<file path="src/rtl/mem_port_arbiter_if.sv">
// mem_port_arbiter_if: bundles the fetch port, data port, memory port and
// stall signals of the unified-memory arbiter.
//   fetch  : if_req, if_addr, if_flush -> if_gnt, if_valid, if_rdata
//   data   : d_req, d_we, d_addr, d_wdata -> d_gnt, d_valid, d_rdata
//   memory : m_en, m_we, m_addr, m_wdata <- m_rdata
//   stalls : stall_if, stall_d
// Modport slave is the arbiter; modport master is the core/memory side.
interface mem_port_arbiter_if #(
  parameter int unsigned ADDR_W = 16,
  parameter int unsigned DATA_W = 16
);
  logic              if_req;
  logic [ADDR_W-1:0] if_addr;
  logic              if_flush;
  logic              if_gnt;
  logic              if_valid;
  logic [DATA_W-1:0] if_rdata;

  logic              d_req;
  logic              d_we;
  logic [ADDR_W-1:0] d_addr;
  logic [DATA_W-1:0] d_wdata;
  logic              d_gnt;
  logic              d_valid;
  logic [DATA_W-1:0] d_rdata;

  logic              m_en;
  logic              m_we;
  logic [ADDR_W-1:0] m_addr;
  logic [DATA_W-1:0] m_wdata;
  logic [DATA_W-1:0] m_rdata;

  logic              stall_if;
  logic              stall_d;

  modport slave (
    input  if_req, if_addr, if_flush, d_req, d_we, d_addr, d_wdata, m_rdata,
    output if_gnt, if_valid, if_rdata, d_gnt, d_valid, d_rdata,
           m_en, m_we, m_addr, m_wdata, stall_if, stall_d
  );

  modport master (
    output if_req, if_addr, if_flush, d_req, d_we, d_addr, d_wdata, m_rdata,
    input  if_gnt, if_valid, if_rdata, d_gnt, d_valid, d_rdata,
           m_en, m_we, m_addr, m_wdata, stall_if, stall_d
  );
endinterface

</file>
<file path="src/rtl/mem_port_arbiter.sv">
// mem_port_arbiter: shares one fixed-latency memory between the fetch (IF)
// and load/store (D) ports of the core. D has priority, limited by a
// starvation counter so fetch always makes progress.
// Ports:
//   clk  - clock
//   rst  - synchronous active-high reset
//   bus  - mem_port_arbiter_if.slave (fetch, data, memory, stall signals)
// Grants, memory issue and stalls are combinational; valid/rdata registered.
module mem_port_arbiter #(
  parameter int unsigned ADDR_W     = 16,
  parameter int unsigned DATA_W     = 16,
  parameter int unsigned MEM_LAT    = 2,
  parameter int unsigned STARVE_MAX = 4
) (
  input  logic                clk,
  input  logic                rst,
  mem_port_arbiter_if.slave   bus
);

  localparam int unsigned LAT_W = 3;
  localparam int unsigned STV_W = 4;

  typedef enum logic [1:0] {IDLE, BUSY_IF, BUSY_D, RESP} state_t;

  state_t            state_q, state_d;
  logic [LAT_W-1:0]  lat_q, lat_d;
  logic [STV_W-1:0]  starve_q, starve_d;
  logic              flush_q, flush_d;
  logic              we_q, we_d;
  logic              if_valid_q, if_valid_d;
  logic              d_valid_q, d_valid_d;
  logic [DATA_W-1:0] if_rdata_q, if_rdata_d;
  logic [DATA_W-1:0] d_rdata_q, d_rdata_d;

  logic              arb_c;
  logic              gnt_d_c;
  logic              gnt_if_c;

  // Arbitration happens in IDLE and in RESP (back-to-back issue).
  always_comb begin
    arb_c    = ~rst & ((state_q == IDLE) | (state_q == RESP));
    gnt_d_c  = arb_c & bus.d_req &
               (~bus.if_req | (starve_q < STV_W'(STARVE_MAX)));
    gnt_if_c = arb_c & bus.if_req & ~gnt_d_c;
  end

  // Next-state and registered-output logic.
  always_comb begin
    state_d    = state_q;
    lat_d      = lat_q;
    starve_d   = starve_q;
    flush_d    = flush_q;
    we_d       = we_q;
    if_valid_d = 1'b0;
    d_valid_d  = 1'b0;
    if_rdata_d = if_rdata_q;
    d_rdata_d  = d_rdata_q;

    unique case (state_q)
      IDLE, RESP: begin
        state_d = IDLE;
        flush_d = 1'b0;
        if (gnt_d_c) begin
          state_d = BUSY_D;
          lat_d   = LAT_W'(MEM_LAT - 1);
          we_d    = bus.d_we;
        end else if (gnt_if_c) begin
          state_d = BUSY_IF;
          lat_d   = LAT_W'(MEM_LAT - 1);
          we_d    = 1'b0;
          // A redirect coinciding with the grant already kills this fetch.
          flush_d = bus.if_flush;
        end
        if (~bus.if_req | gnt_if_c) begin
          starve_d = '0;
        end else if (gnt_d_c && (starve_q < STV_W'(STARVE_MAX))) begin
          starve_d = starve_q + STV_W'(1);
        end
      end
      BUSY_IF: begin
        flush_d = flush_q | bus.if_flush;
        if (lat_q == '0) begin
          state_d = RESP;
          if (~(flush_q | bus.if_flush)) begin
            if_valid_d = 1'b1;
            if_rdata_d = bus.m_rdata;
          end
        end else begin
          lat_d = lat_q - LAT_W'(1);
        end
      end
      BUSY_D: begin
        if (lat_q == '0) begin
          state_d   = RESP;
          d_valid_d = 1'b1;
          d_rdata_d = we_q ? '0 : bus.m_rdata;
        end else begin
          lat_d = lat_q - LAT_W'(1);
        end
      end
      default: state_d = IDLE;
    endcase
  end

  // State and output registers; reset abandons any in-flight access.
  always_ff @(posedge clk) begin
    if (rst) begin
      state_q    <= IDLE;
      lat_q      <= '0;
      starve_q   <= '0;
      flush_q    <= 1'b0;
      we_q       <= 1'b0;
      if_valid_q <= 1'b0;
      d_valid_q  <= 1'b0;
      if_rdata_q <= '0;
      d_rdata_q  <= '0;
    end else begin
      state_q    <= state_d;
      lat_q      <= lat_d;
      starve_q   <= starve_d;
      flush_q    <= flush_d;
      we_q       <= we_d;
      if_valid_q <= if_valid_d;
      d_valid_q  <= d_valid_d;
      if_rdata_q <= if_rdata_d;
      d_rdata_q  <= d_rdata_d;
    end
  end

  // Memory issue is muxed from the winner and zero outside the issue cycle.
  always_comb begin
    bus.if_gnt  = gnt_if_c;
    bus.d_gnt   = gnt_d_c;
    bus.m_en    = gnt_if_c | gnt_d_c;
    bus.m_we    = gnt_d_c & bus.d_we;
    bus.m_addr  = gnt_d_c ? bus.d_addr : (gnt_if_c ? bus.if_addr : '0);
    bus.m_wdata = gnt_d_c ? bus.d_wdata : '0;
  end

  // A flush arriving during the response cycle still hides the fetch.
  always_comb begin
    bus.if_valid = if_valid_q & ~bus.if_flush;
    bus.if_rdata = if_rdata_q;
    bus.d_valid  = d_valid_q;
    bus.d_rdata  = d_rdata_q;
    bus.stall_if = ~rst & bus.if_req & ~bus.if_valid;
    bus.stall_d  = ~rst & bus.d_req & ~bus.d_valid;
  end

endmodule
</file>
<file path="src/flat_wrapper.sv">
// flat-port wrapper written by rule: the top's interface ports become plain ports
module mem_port_arbiter_flat 
#(
  parameter int unsigned ADDR_W     = 16,
  parameter int unsigned DATA_W     = 16,
  parameter int unsigned MEM_LAT    = 2,
  parameter int unsigned STARVE_MAX = 4
)
  (clk, rst, bus_if_req, bus_if_addr, bus_if_flush, bus_d_req, bus_d_we, bus_d_addr, bus_d_wdata, bus_m_rdata, bus_if_gnt, bus_if_valid, bus_if_rdata, bus_d_gnt, bus_d_valid, bus_d_rdata, bus_m_en, bus_m_we, bus_m_addr, bus_m_wdata, bus_stall_if, bus_stall_d);
  mem_port_arbiter_if #(.ADDR_W(ADDR_W), .DATA_W(DATA_W)) bus_i ();
  input  logic clk;
  input  logic rst;
  input wire logic [$bits(bus_i.if_req)-1:0] bus_if_req;
  input wire logic [$bits(bus_i.if_addr)-1:0] bus_if_addr;
  input wire logic [$bits(bus_i.if_flush)-1:0] bus_if_flush;
  input wire logic [$bits(bus_i.d_req)-1:0] bus_d_req;
  input wire logic [$bits(bus_i.d_we)-1:0] bus_d_we;
  input wire logic [$bits(bus_i.d_addr)-1:0] bus_d_addr;
  input wire logic [$bits(bus_i.d_wdata)-1:0] bus_d_wdata;
  input wire logic [$bits(bus_i.m_rdata)-1:0] bus_m_rdata;
  output wire logic [$bits(bus_i.if_gnt)-1:0] bus_if_gnt;
  output wire logic [$bits(bus_i.if_valid)-1:0] bus_if_valid;
  output wire logic [$bits(bus_i.if_rdata)-1:0] bus_if_rdata;
  output wire logic [$bits(bus_i.d_gnt)-1:0] bus_d_gnt;
  output wire logic [$bits(bus_i.d_valid)-1:0] bus_d_valid;
  output wire logic [$bits(bus_i.d_rdata)-1:0] bus_d_rdata;
  output wire logic [$bits(bus_i.m_en)-1:0] bus_m_en;
  output wire logic [$bits(bus_i.m_we)-1:0] bus_m_we;
  output wire logic [$bits(bus_i.m_addr)-1:0] bus_m_addr;
  output wire logic [$bits(bus_i.m_wdata)-1:0] bus_m_wdata;
  output wire logic [$bits(bus_i.stall_if)-1:0] bus_stall_if;
  output wire logic [$bits(bus_i.stall_d)-1:0] bus_stall_d;
  assign bus_i.if_req = bus_if_req;
  assign bus_i.if_addr = bus_if_addr;
  assign bus_i.if_flush = bus_if_flush;
  assign bus_i.d_req = bus_d_req;
  assign bus_i.d_we = bus_d_we;
  assign bus_i.d_addr = bus_d_addr;
  assign bus_i.d_wdata = bus_d_wdata;
  assign bus_i.m_rdata = bus_m_rdata;
  assign bus_if_gnt = bus_i.if_gnt;
  assign bus_if_valid = bus_i.if_valid;
  assign bus_if_rdata = bus_i.if_rdata;
  assign bus_d_gnt = bus_i.d_gnt;
  assign bus_d_valid = bus_i.d_valid;
  assign bus_d_rdata = bus_i.d_rdata;
  assign bus_m_en = bus_i.m_en;
  assign bus_m_we = bus_i.m_we;
  assign bus_m_addr = bus_i.m_addr;
  assign bus_m_wdata = bus_i.m_wdata;
  assign bus_stall_if = bus_i.stall_if;
  assign bus_stall_d = bus_i.stall_d;
  mem_port_arbiter #(.ADDR_W(ADDR_W), .DATA_W(DATA_W), .MEM_LAT(MEM_LAT), .STARVE_MAX(STARVE_MAX)) u_core (.clk(clk), .rst(rst), .bus(bus_i));
endmodule
</file>
<file path="config.mk">
export PLATFORM = sky130hd
export DESIGN_NAME = mem_port_arbiter_flat
export DESIGN_NICKNAME = d
export VERILOG_FILES = /design/src/rtl/mem_port_arbiter_if.sv /design/src/rtl/mem_port_arbiter.sv /design/src/flat_wrapper.sv
export SDC_FILE = /design/constraint.sdc
export NUM_CORES = 1
export LEC_CHECK = 0
export ABC_CLOCK_PERIOD_IN_PS = 1900
export BUFFER_PORTS_ARGS = -buffer_cell sky130_fd_sc_hd__clkbuf_2
export CORE_ASPECT_RATIO = 1.75
export CORE_MARGIN = 3
export CORE_UTILIZATION = 40
export CTS_CLUSTER_DIAMETER = 60
export DETAILED_ROUTE_END_ITERATION = 8
export PLACE_DENSITY = 0.78
export SLEW_MARGIN = 20
export SYNTH_ARGS = -nofsm -noshare
export SYNTH_HDL_FRONTEND = slang
export SYNTH_SLANG_ARGS = --single-unit
</file>
<file path="constraint.sdc">
create_clock -name clk -period 1.9 [get_ports clk]
set_clock_uncertainty 0.05 [all_clocks]
set_input_delay 0 -clock clk [delete_from_list [all_inputs] [get_ports clk]]
set_output_delay 0 -clock clk [all_outputs]
set_load 0.01 [all_outputs]
</file>
# Word-level counts from Yosys, hierarchy flattened
# Cells that the tools add are included.
op_classes:
  add_sub_neg: 2
  n_shift: 0
  n_mul: 0
  mux: 21
  div_mod_pow: 0
  magnitude_cmp: 1
  reduce_logical: 15
  eq_ne: 6
  bitwise: 26
op_table:
  columns: ["cell", "count"]
  rows:
  - ["$mux 16", 4]
  - ["$and 1x1->1", 11]
  - ["$not 1->1", 10]
  - ["$mux 3", 3]
  - ["$mux 4", 2]
  - ["$reduce_and 2->1", 4]
  - ["$mux 1", 7]
  - ["$pmux 3 s2", 1]
  - ["$reduce_bool 2->1", 3]
  - ["$reduce_or 2->1", 3]
  - ["$or 1x1->1", 5]
  - ["$add 4x1->4 const B", 1]
  - ["$eq 2x2->1 const B", 2]
  - ["$lt 4x3->1 const B", 1]
  - ["$mux 2", 2]
  - ["$pmux 2 s2", 1]
  - ["$logic_not 3->1", 1]
  - ["$ne 3x1->1 const B", 1]
  - ["$reduce_and 3->1", 1]
  - ["$reduce_or 3->1", 1]
  - ["$sub 3x1->3 const B", 1]
  - ["$eq 2x1->1 const B", 1]
  - ["$logic_not 2->1", 1]
  - ["$ne 2x1->1 const B", 1]
  - ["3 further kinds", 3]
totals:
  reg_bits: 45
  latch_bits: 0
  out_inout_bits: 72
  mem_bits_rw: 0
  mem_count: 0
  inputBits: 70
  rom_bits: 0
  word_cells: 80

# Longest topological paths before layout
# Gate-level depths: netlist of the first run.
depth:
  depth_word: 10
  ltp_mapped: 9
  mapped_depth_nobuf: 6

# Least setup slack after synthesis of the first run
# No wires, ideal clock.
synth_path:
  kind: "reg2reg"
  from: "reg u_core.lat_q[0]"
  to: "reg u_core.if_rdata_q[10] (netlist: u_core.bus.if_rdata[10])"
  synth_period_minus_slack_ns: 1.602
  stages_incl_launch_ff: 10
  t_required_ns: 1.780
  arrival_ns: 1.482
  path_buffers: 3
  setup_time_ns: 0.070
  path_slack_ns: 0.298
  cell_sequence: "dfxtp_1 > inv_1 > ha_1 > ha_1 > buf_4 > nand4bb_1 > buf_2 > buf_2 > nand2_1 > a21oi_1"
synth_via:
  elab_chain_cells: 2
synth_lines:
  columns: ["element", "line", "rtl"]
  rows:
  - ["start: declaration", "mem_port_arbiter.sv:26", "logic [LAT_W-1:0] lat_q, lat_d;"]
  - ["start signal: assignment", "mem_port_arbiter.sv:119", "lat_q <= lat_d;"]
  - ["$logic_not 3->1", "mem_port_arbiter.sv:82", "if (lat_q == '0) begin"]
  - ["$reduce_and 3->1 (no line)", null, null]
  - ["end signal: assignment", "mem_port_arbiter.sv:125", "if_rdata_q <= if_rdata_d;"]
  - ["end: declaration", "mem_port_arbiter.sv:32", "logic [DATA_W-1:0] if_rdata_q, if_rdata_d;"]
# No other way between the ends.
# A chain may end at the register's enable or synchronous reset.

# Worst setup path after layout of the first run
layout_path:
  from: "reg u_core.state_q[0]"
  to: "out bus_m_addr[13]"
layout_via:
  elab_chain_cells: 9
  elab_cells_between_ends: 11
  classes_between: "1 x eq/ne; 2 x mux; 7 x bitwise; 1 x reduce/logical"
layout_lines:
  columns: ["element", "line", "rtl"]
  rows:
  - ["start: declaration", "mem_port_arbiter.sv:25", "state_t state_q, state_d;"]
  - ["start signal: assignment", "mem_port_arbiter.sv:118", "state_q <= state_d;"]
  - ["$eq 2x2->1 or $logic_not 2->1 (tied branches)", "mem_port_arbiter.sv:41", "arb_c = ~rst & ((state_q == IDLE) | (state_q == RESP));"]
  - ["$or 1x1->1 (*)", "mem_port_arbiter.sv:41", null]
  - ["$and 1x1->1 (*)", "mem_port_arbiter.sv:41", null]
  - ["$and 1x1->1 (2 in series)", "mem_port_arbiter.sv:42", "gnt_d_c = arb_c & bus.d_req &"]
  - ["$not 1->1", "mem_port_arbiter.sv:44", "gnt_if_c = arb_c & bus.if_req & ~gnt_d_c;"]
  - ["$and 1x1->1", "mem_port_arbiter.sv:44", null]
  - ["$mux 16", "mem_port_arbiter.sv:136", "bus.m_addr = gnt_d_c ? bus.d_addr : (gnt_if_c ? bus.if_addr : '0);"]
  - ["$mux 16 (*)", "mem_port_arbiter.sv:136", null]
  - ["end: declaration", "flat_wrapper.sv:29", "output wire logic [$bits(bus_i.m_addr)-1:0] bus_m_addr;"]
# Every way passes the cells marked *; elsewhere a longest branch is shown, timed or not.

==> results of run 1 <==
## worst max-delay path: cells and delay by family (launching register included)
family | cells | cell delay (ps)
fa+ha+maj | 1 | 260
compound gates | 1 | 130
simple gates | 2 | 280
buf+inv | 4 | 460
flops | 1 | 360
## placed cells by master, fill, tap and decap left out, drive strengths merged, types with 4 or more instances in the layout
cell type / count
nor3b: 4
a21oi: 26
and2: 17
a22o: 32
buf: 11
nor2: 5
clkbuf: 145
nand2: 33
dfxtp: 45
nand2b: 6
dlygate4sd3: 19
inv: 7
ha: 6
## state kept, by name, summed over array words and instances, names as in the netlist
register,flops
u_core.flush_q,1
u_core.state_q,2
u_core.bus.d_rdata,16
u_core.if_valid_q,1
u_core.we_q,1
u_core.bus.if_rdata,16
u_core.lat_q,3
u_core.bus.d_valid,1
u_core.starve_q,4
## path summary, 6_finish.rpt
path	start	slack [ps]	cells after the start	to
worst min register to register	u_core.bus.if_rdata[2]$_SDFFE_PP0P_	400	2	u_core.bus.if_rdata[2]$_SDFFE_PP0P_
worst max-delay path	u_core.state_q[0]$_SDFFE_PP0P_	70	8	bus_m_addr[13]
worst max register to register	u_core.lat_q[0]$_SDFFE_PP0P_	120	6	u_core.bus.d_rdata[2]$_SDFFE_PP0P_
worst min-delay path	bus_d_req	30	3	u_core.state_q[1]$_SDFFE_PP0P_
## metrics by stage
step	hold WS, ps	total power [uW]	utilization	area, um2	cells
2_1_floorplan	3.55	2100	-	2020	219
3_3_place_gp	180	2560	0.573	2750	401
3_5_place_dp	181	2590	0.573	2750	401
4_1_cts	5.25	3440	0.648	3110	430
5_1_grt	69.1	3770	0.666	3190	432
6_report	33.9	3530	0.666	3190	432
## layer usage
layer / vias up / global-route usage / routed length, um
met2: 111 / 0.407 / 3520
li1: 1094 / - / -
met5: - / 0 / 0
met3: 8 / 0.0335 / 448
met1: 1001 / 0.199 / 2160
met4: 0 / 0.0785 / 131
## report_power, final
| group | switching [uW] | internal (uW) | total (uW) | leakage (uW) |
|---|---|---|---|---|
| clock | 322 | 428 | 750 | 0.0000574 |
| sequential | 114 | 1130 | 1240 | 0.000366 |
| combinational | 795 | 749 | 1540 | 0.00112 |
| total | 1230 | 2300 | 3530 | 0.00154 |
## kinds of logic (layout without fill, tap and decap cells)
group           count (synthesis)  in the layout  share of synthesized area
simple gates                   78             78                      0.213
compound gates                 67             67                      0.244
flops                          45             45                      0.446
buf+inv                        23            184                     0.0601
fa+ha+maj                       6              6                     0.0372
## cell type report
cell class	count	share of cell area
clock inverters	2	0.0118
multi-input cells	151	0.324
clock buffers	6	0.0259
inverters	7	0.0122
repair buffers	169	0.323
flip-flops and latches	45	0.283
well taps	52	0.0204
## timing repair
| item | in CTS | in global routing |
|---|---|---|
| hold endpoints to repair | 37 | 0 |
| buffers inserted | 1 | 0 |
| hold buffers | 19 | 0 |
| pin swaps | 2 | 0 |
| gates cloned | 1 | 2 |
| endpoints found under the setup margin | 33 | 48 |
| resized for setup | 5 | 12 |
==> run metrics, run 1 <==
TritonCTS Sinks 45; power density over the cells ~1100 nW/um2; share of flip-flops with an asynchronous set or reset 0; Largest stage delay, worst path 360 ps; Tcrit/Tclk final 0.963; Tmin final ~1800 ps; GRT overflow 0; CP startpoint kind flip-flop; FILL cells 399; Yosys cell types 36; Worst Setup Path Type flip-flop to primary output; most common cell in the synthesized netlist dfxtp_1; die width between 50 and 60 um; VDD IR-drop max 0.820 mV; Critical Path Fanout Max 9; Syn Area/Cell 9.22 um2; clk_lat worst skew between 200 and 300 ps; slowest stage cell on the critical path dfxtp_2; Reg area 903 um2; WL final 6260 um; clock tree buffer depth 2; Synth top area share 0.446; DRC viols 0; footprint of the multi-input gates around 1000 um2; WL/cell about 14 um; Mapped Cells 219; Reg clk slew, reported paths 80 ps; Post-synth EDFFs 0; H-tree level count 2; post-route setup TNS 0 ps; largest net degree at the start of global routing 25; clk root buf clkbuf_8; fmax 546 MHz; Global Route Usage Sum 0.206; FF+latch count, synth 45; Layout area overhead 58.2%; Port Buffers 141; Die Ht between 90 and 100 um; antenna diode count 0; worst path cell trace inv_2 > ha_4 > nor2b_4 > nand3_4 > inv_8 > clkbuf_16 > a22o_1 > clkbuf_2; post-DP HPWL 4580 um; status completed; CP endpoint kind primary output; Max transition margin 0.583; Worst-Margin Slew 624 ps; initial core utilization 0.421; core area 4790 um2; CP required 1850 ps; vias per cell between 5 and 6; die area ~6000 um2; Cell Area, Synth roughly 2000 um2; syn_nets approximately 300; crit path DAT about 1800 ps; post-route ant nets 0; post-route setup slack 69.7 ps; num rows 33; Setup WS pre-CTS 113 ps; CTS tree done; Pre-antenna DRT Iters 4; global-route wire length before repair 9650 um; layout cells sized above 1 0.466; Top-Level Pins 142; RD Place Congestion 0.783; total CTS buffers 5; yosys warns 0; Lkg Pwr 0.00154 uW; worst min path class primary input to flip-flop; Synth Flop Type dfxtp_1; Hold Vio Cnt, Final 0; initial antenna violation count 0; final net count 455; DR iter-0 viols 82; Synth area leaders dfxtp_1, a22o_1, a21oi_1; vias post-DR roughly 2,200; fin. max-slew vios 0; cell taking the most area after synthesis dfxtp_1; post-synthesis sequential area ratio 0.446; commonest cells in the netlist dfxtp_1, nand2_1, a21oi_1, a22o_1, and2_1; vias in the first global route 2,187; Finish-stage setup viols 0; Max Cap Viol 0
No activity file was read; power rests on OpenSTA's default activity.
==> run 2, diff against run 1 <==
Settings changed: ABC_AREA from default to 1, PLACE_DENSITY 0.78 to 0.77.
==> run metrics, run 2 <==
Hold Vio Cnt, Final 0 (unchanged); Non-Filler Instances 529 (+22%); post-route ant nets 0 (unchanged); Placed Area 2860 um2 (+4.0%); global-route wire length before repair 10,400 um (+7.8%); clk root buf clkbuf_8; delay-heaviest family, CP buffers and inverters; Critical Path Fanout Max 8 (-1); Cell Area, Synth 2160 um2 (+7.2%); slowest stage cell on the critical path dfxtp_2; CP endpoint kind primary output; reg2reg end u_core.lat_q[2]$_SDFFE_PP0P_; total power 3460 uW (-2.0%); post-DP HPWL 5060 um (+11%); worst path cell trace inv_1 > ha_4 > inv_2 > nor2_4 > nand2_4 > buf_12 > buf_4 > nor2_1 > clkbuf_2; antenna diode count 0 (unchanged); post-route setup TNS 0 ps (unchanged); DP Cell Count 495 (+23%); worst min path class primary input to flip-flop; VDD IR-drop max 0.815 mV (-0.71%); layout cells sized above 1 0.373 (-0.0932); die width 61.6 um (+3.2%); CP startpoint kind flip-flop; CP bufs+invs 5 (+1); Post-synth EDFFs 0 (unchanged); Worst Hold Launch bus_d_we; final core occ 0.636 (-0.0301); power density over the cells 1070 nW/um2 (-3.7%); DRC viols 0 (unchanged); die area 6360 um2 (+6.6%); most common cell in the synthesized netlist nand2_1; met2 wire len 3840 um (+9.2%); commonest cells in the netlist nand2_1, nor2_1, dfxtp_1, nand3_1, inv_1; Synth area leaders dfxtp_1, nand2_1, nor2_1; H-tree level count 2 (unchanged); vias in the first global route 2,402 (+9.8%); Tmin final 1830 ps (-2.64 ps); DR iter-0 viols 65 (-21%); Worst Hold Depth 4 (+1); yosys warns 0 (unchanged); Worst Setup Path Type flip-flop to primary output; Lkg Pwr 0.00184 uW (+19%); num rows 34 (+3.0%); vias per cell 4.91 (-4.2%); final net count 550 (+21%); hold path endpoint u_core.we_q$_SDFFE_PP0P_; r2r startpoint u_core.state_q[0]$_SDFFE_PP0P_; post-synthesis sequential area ratio 0.416 (-0.0299); Largest stage delay, worst path 340 ps (-20 ps); largest net degree at the start of global routing 43 (+72%); Reg2Reg Depth 8 (+2); RD Place Congestion 0.798 (+2.0%); core area 5100 um2 (+6.6%); Tcrit/Tclk final 0.962 (-0.00139); WL/cell 13.4 um (-7.7%); clock tree buffer depth 2 (unchanged); Global Route Usage Sum 0.218 (+0.0114); syn_nets 388 (+32%); total CTS buffers 5 (unchanged); crit path DAT 1780 ps (about the same); CTS tree done; Max transition margin 0.652 (+0.0694); initial antenna violation count 0 (unchanged); Syn Area/Cell 6.93 um2 (-25%); Die Ht 103 um (+3.3%); status completed; most frequent cells in the layout clkbuf_2, nand2_1, nor2_1, dfxtp_1, nand3_1; Port Buffers 141 (unchanged); Synth top area share 0.416 (-0.0299); vias post-DR 2,598 (+17%); CP required 1850 ps (about the same); Layout area overhead 50.1%; GRT overflow 0 (unchanged); Worst-Margin Slew 520 ps (-104 ps); FILL cells 424 (+6.3%); Pre-antenna DRT Iters 4 (unchanged); Finish-stage setup viols 0 (unchanged); FF+latch count, synth 45 (unchanged); Max Used Layer met4; TritonCTS Sinks 45 (unchanged); initial core utilization 0.424 (+0.00241); share of flip-flops with an asynchronous set or reset 0 (unchanged); reg-to-reg slack, setup 220 ps (+100 ps); Max Cap Viol 0 (unchanged); Yosys cell types 28 (-22%); clk_lat worst skew 300 ps (about the same); Synth Flop Type dfxtp_1; Top-Level Pins 142 (unchanged); post-route cell area 3250 um2 (+1.8%); Reg clk slew, reported paths 80 ps (about the same); Mapped Cells 312 (+42%); M1 WL 2330 um (+7.8%); fin. max-slew vios 0 (unchanged); fmax 547 MHz (+0.14%); commonest non-fill, non-tap cell in the layout clkbuf_2; WL final 7080 um (+13%); DR WL met3 783 um (+75%); cell taking the most area after synthesis dfxtp_1
## run 2: per-layer routing
metal,GRT usage,vias up
met5,0,-
met2,0.423,145
li1,-,1293
met4,0.0784,0
met1,0.197,1147
met3,0.0720,13
## run 2: area by class of cell
type | instances | area, um2 | area share
Multi-Input combinational cell | 216 | 1030 | 0.318
Inverter | 36 | 158 | 0.0485
Clock buffer | 5 | 68.8 | 0.0212
Timing Repair Buffer | 170 | 1000 | 0.308
Sequential cell | 45 | 903 | 0.278
Tap cell | 54 | 67.6 | 0.0208
Clock inverter | 3 | 17.5 | 0.00539
## run 2: kinds of logic (layout without fill, tap and decap cells)
kind of cell             count (synthesis)  after routing  synth area share
XOR/XNOR                                 2              2           0.00810
AND/OR/NAND/NOR                        177            177             0.348
flip-flops                              45             45             0.416
adder cells (fa/ha/maj)                  6              6            0.0347
AO/OA/AOI/OAI                           31             31            0.0758
buffers and inverters                   51            214             0.117
## run 2: worst reg2reg max path, stage by stage, from the launching register on
cell	delay [ps]
dfxtp_2	330
inv_1	100
ha_4	220
buf_4	140
buf_4	150
nor2_1	80
inv_1	120
or2_2	290
a21oi_1	140
## run 2: worst max path at each step
stage | from | endpoint | slack (ps) | cells after the start
final | u_core.state_q[0]$_SDFFE_PP0P_ | bus_m_wdata[9] | 70 | 9
after global routing | u_core.state_q[0]$_SDFFE_PP0P_ | bus_m_addr[8] | -20 | 10
after CTS | u_core.state_q[0]$_SDFFE_PP0P_ | bus_m_addr[8] | 20 | 10
after detailed placement | u_core.state_q[0]$_SDFFE_PP0P_ | bus_m_addr[8] | 150 | 10
after global placement | u_core.state_q[0]$_SDFFE_PP0P_ | bus_m_addr[8] | 220 | 10
after floorplan | u_core.state_q[0]$_SDFFE_PP0P_ | u_core.we_q$_SDFFE_PP0P_ | 350 | 9
## run 2: report_power, final
group | internal (uW) | switching [uW]
Sequential | 1170 | 127
Combinational | 679 | 915
Clock | 254 | 322
Total | 2100 | 1360
## run 2: per-stage QoR
step | hold WS (ps) | worst slack, ps
2_1_floorplan | 4.69 | 349
3_3_place_gp | 191 | 215
3_5_place_dp | 197 | 148
4_1_cts | 13.8 | 22.0
5_1_grt | 39.4 | -20.8
6_report | 7.02 | 72.3
## run 2: repair_timing
item                       CTS  global route
hold buffers                19             0
resized for setup            4             9
buffers inserted             0             6
hold endpoints to repair    38             0
pin swaps                    0             1
cloned                       0             1
setup endpoints to repair   34            16
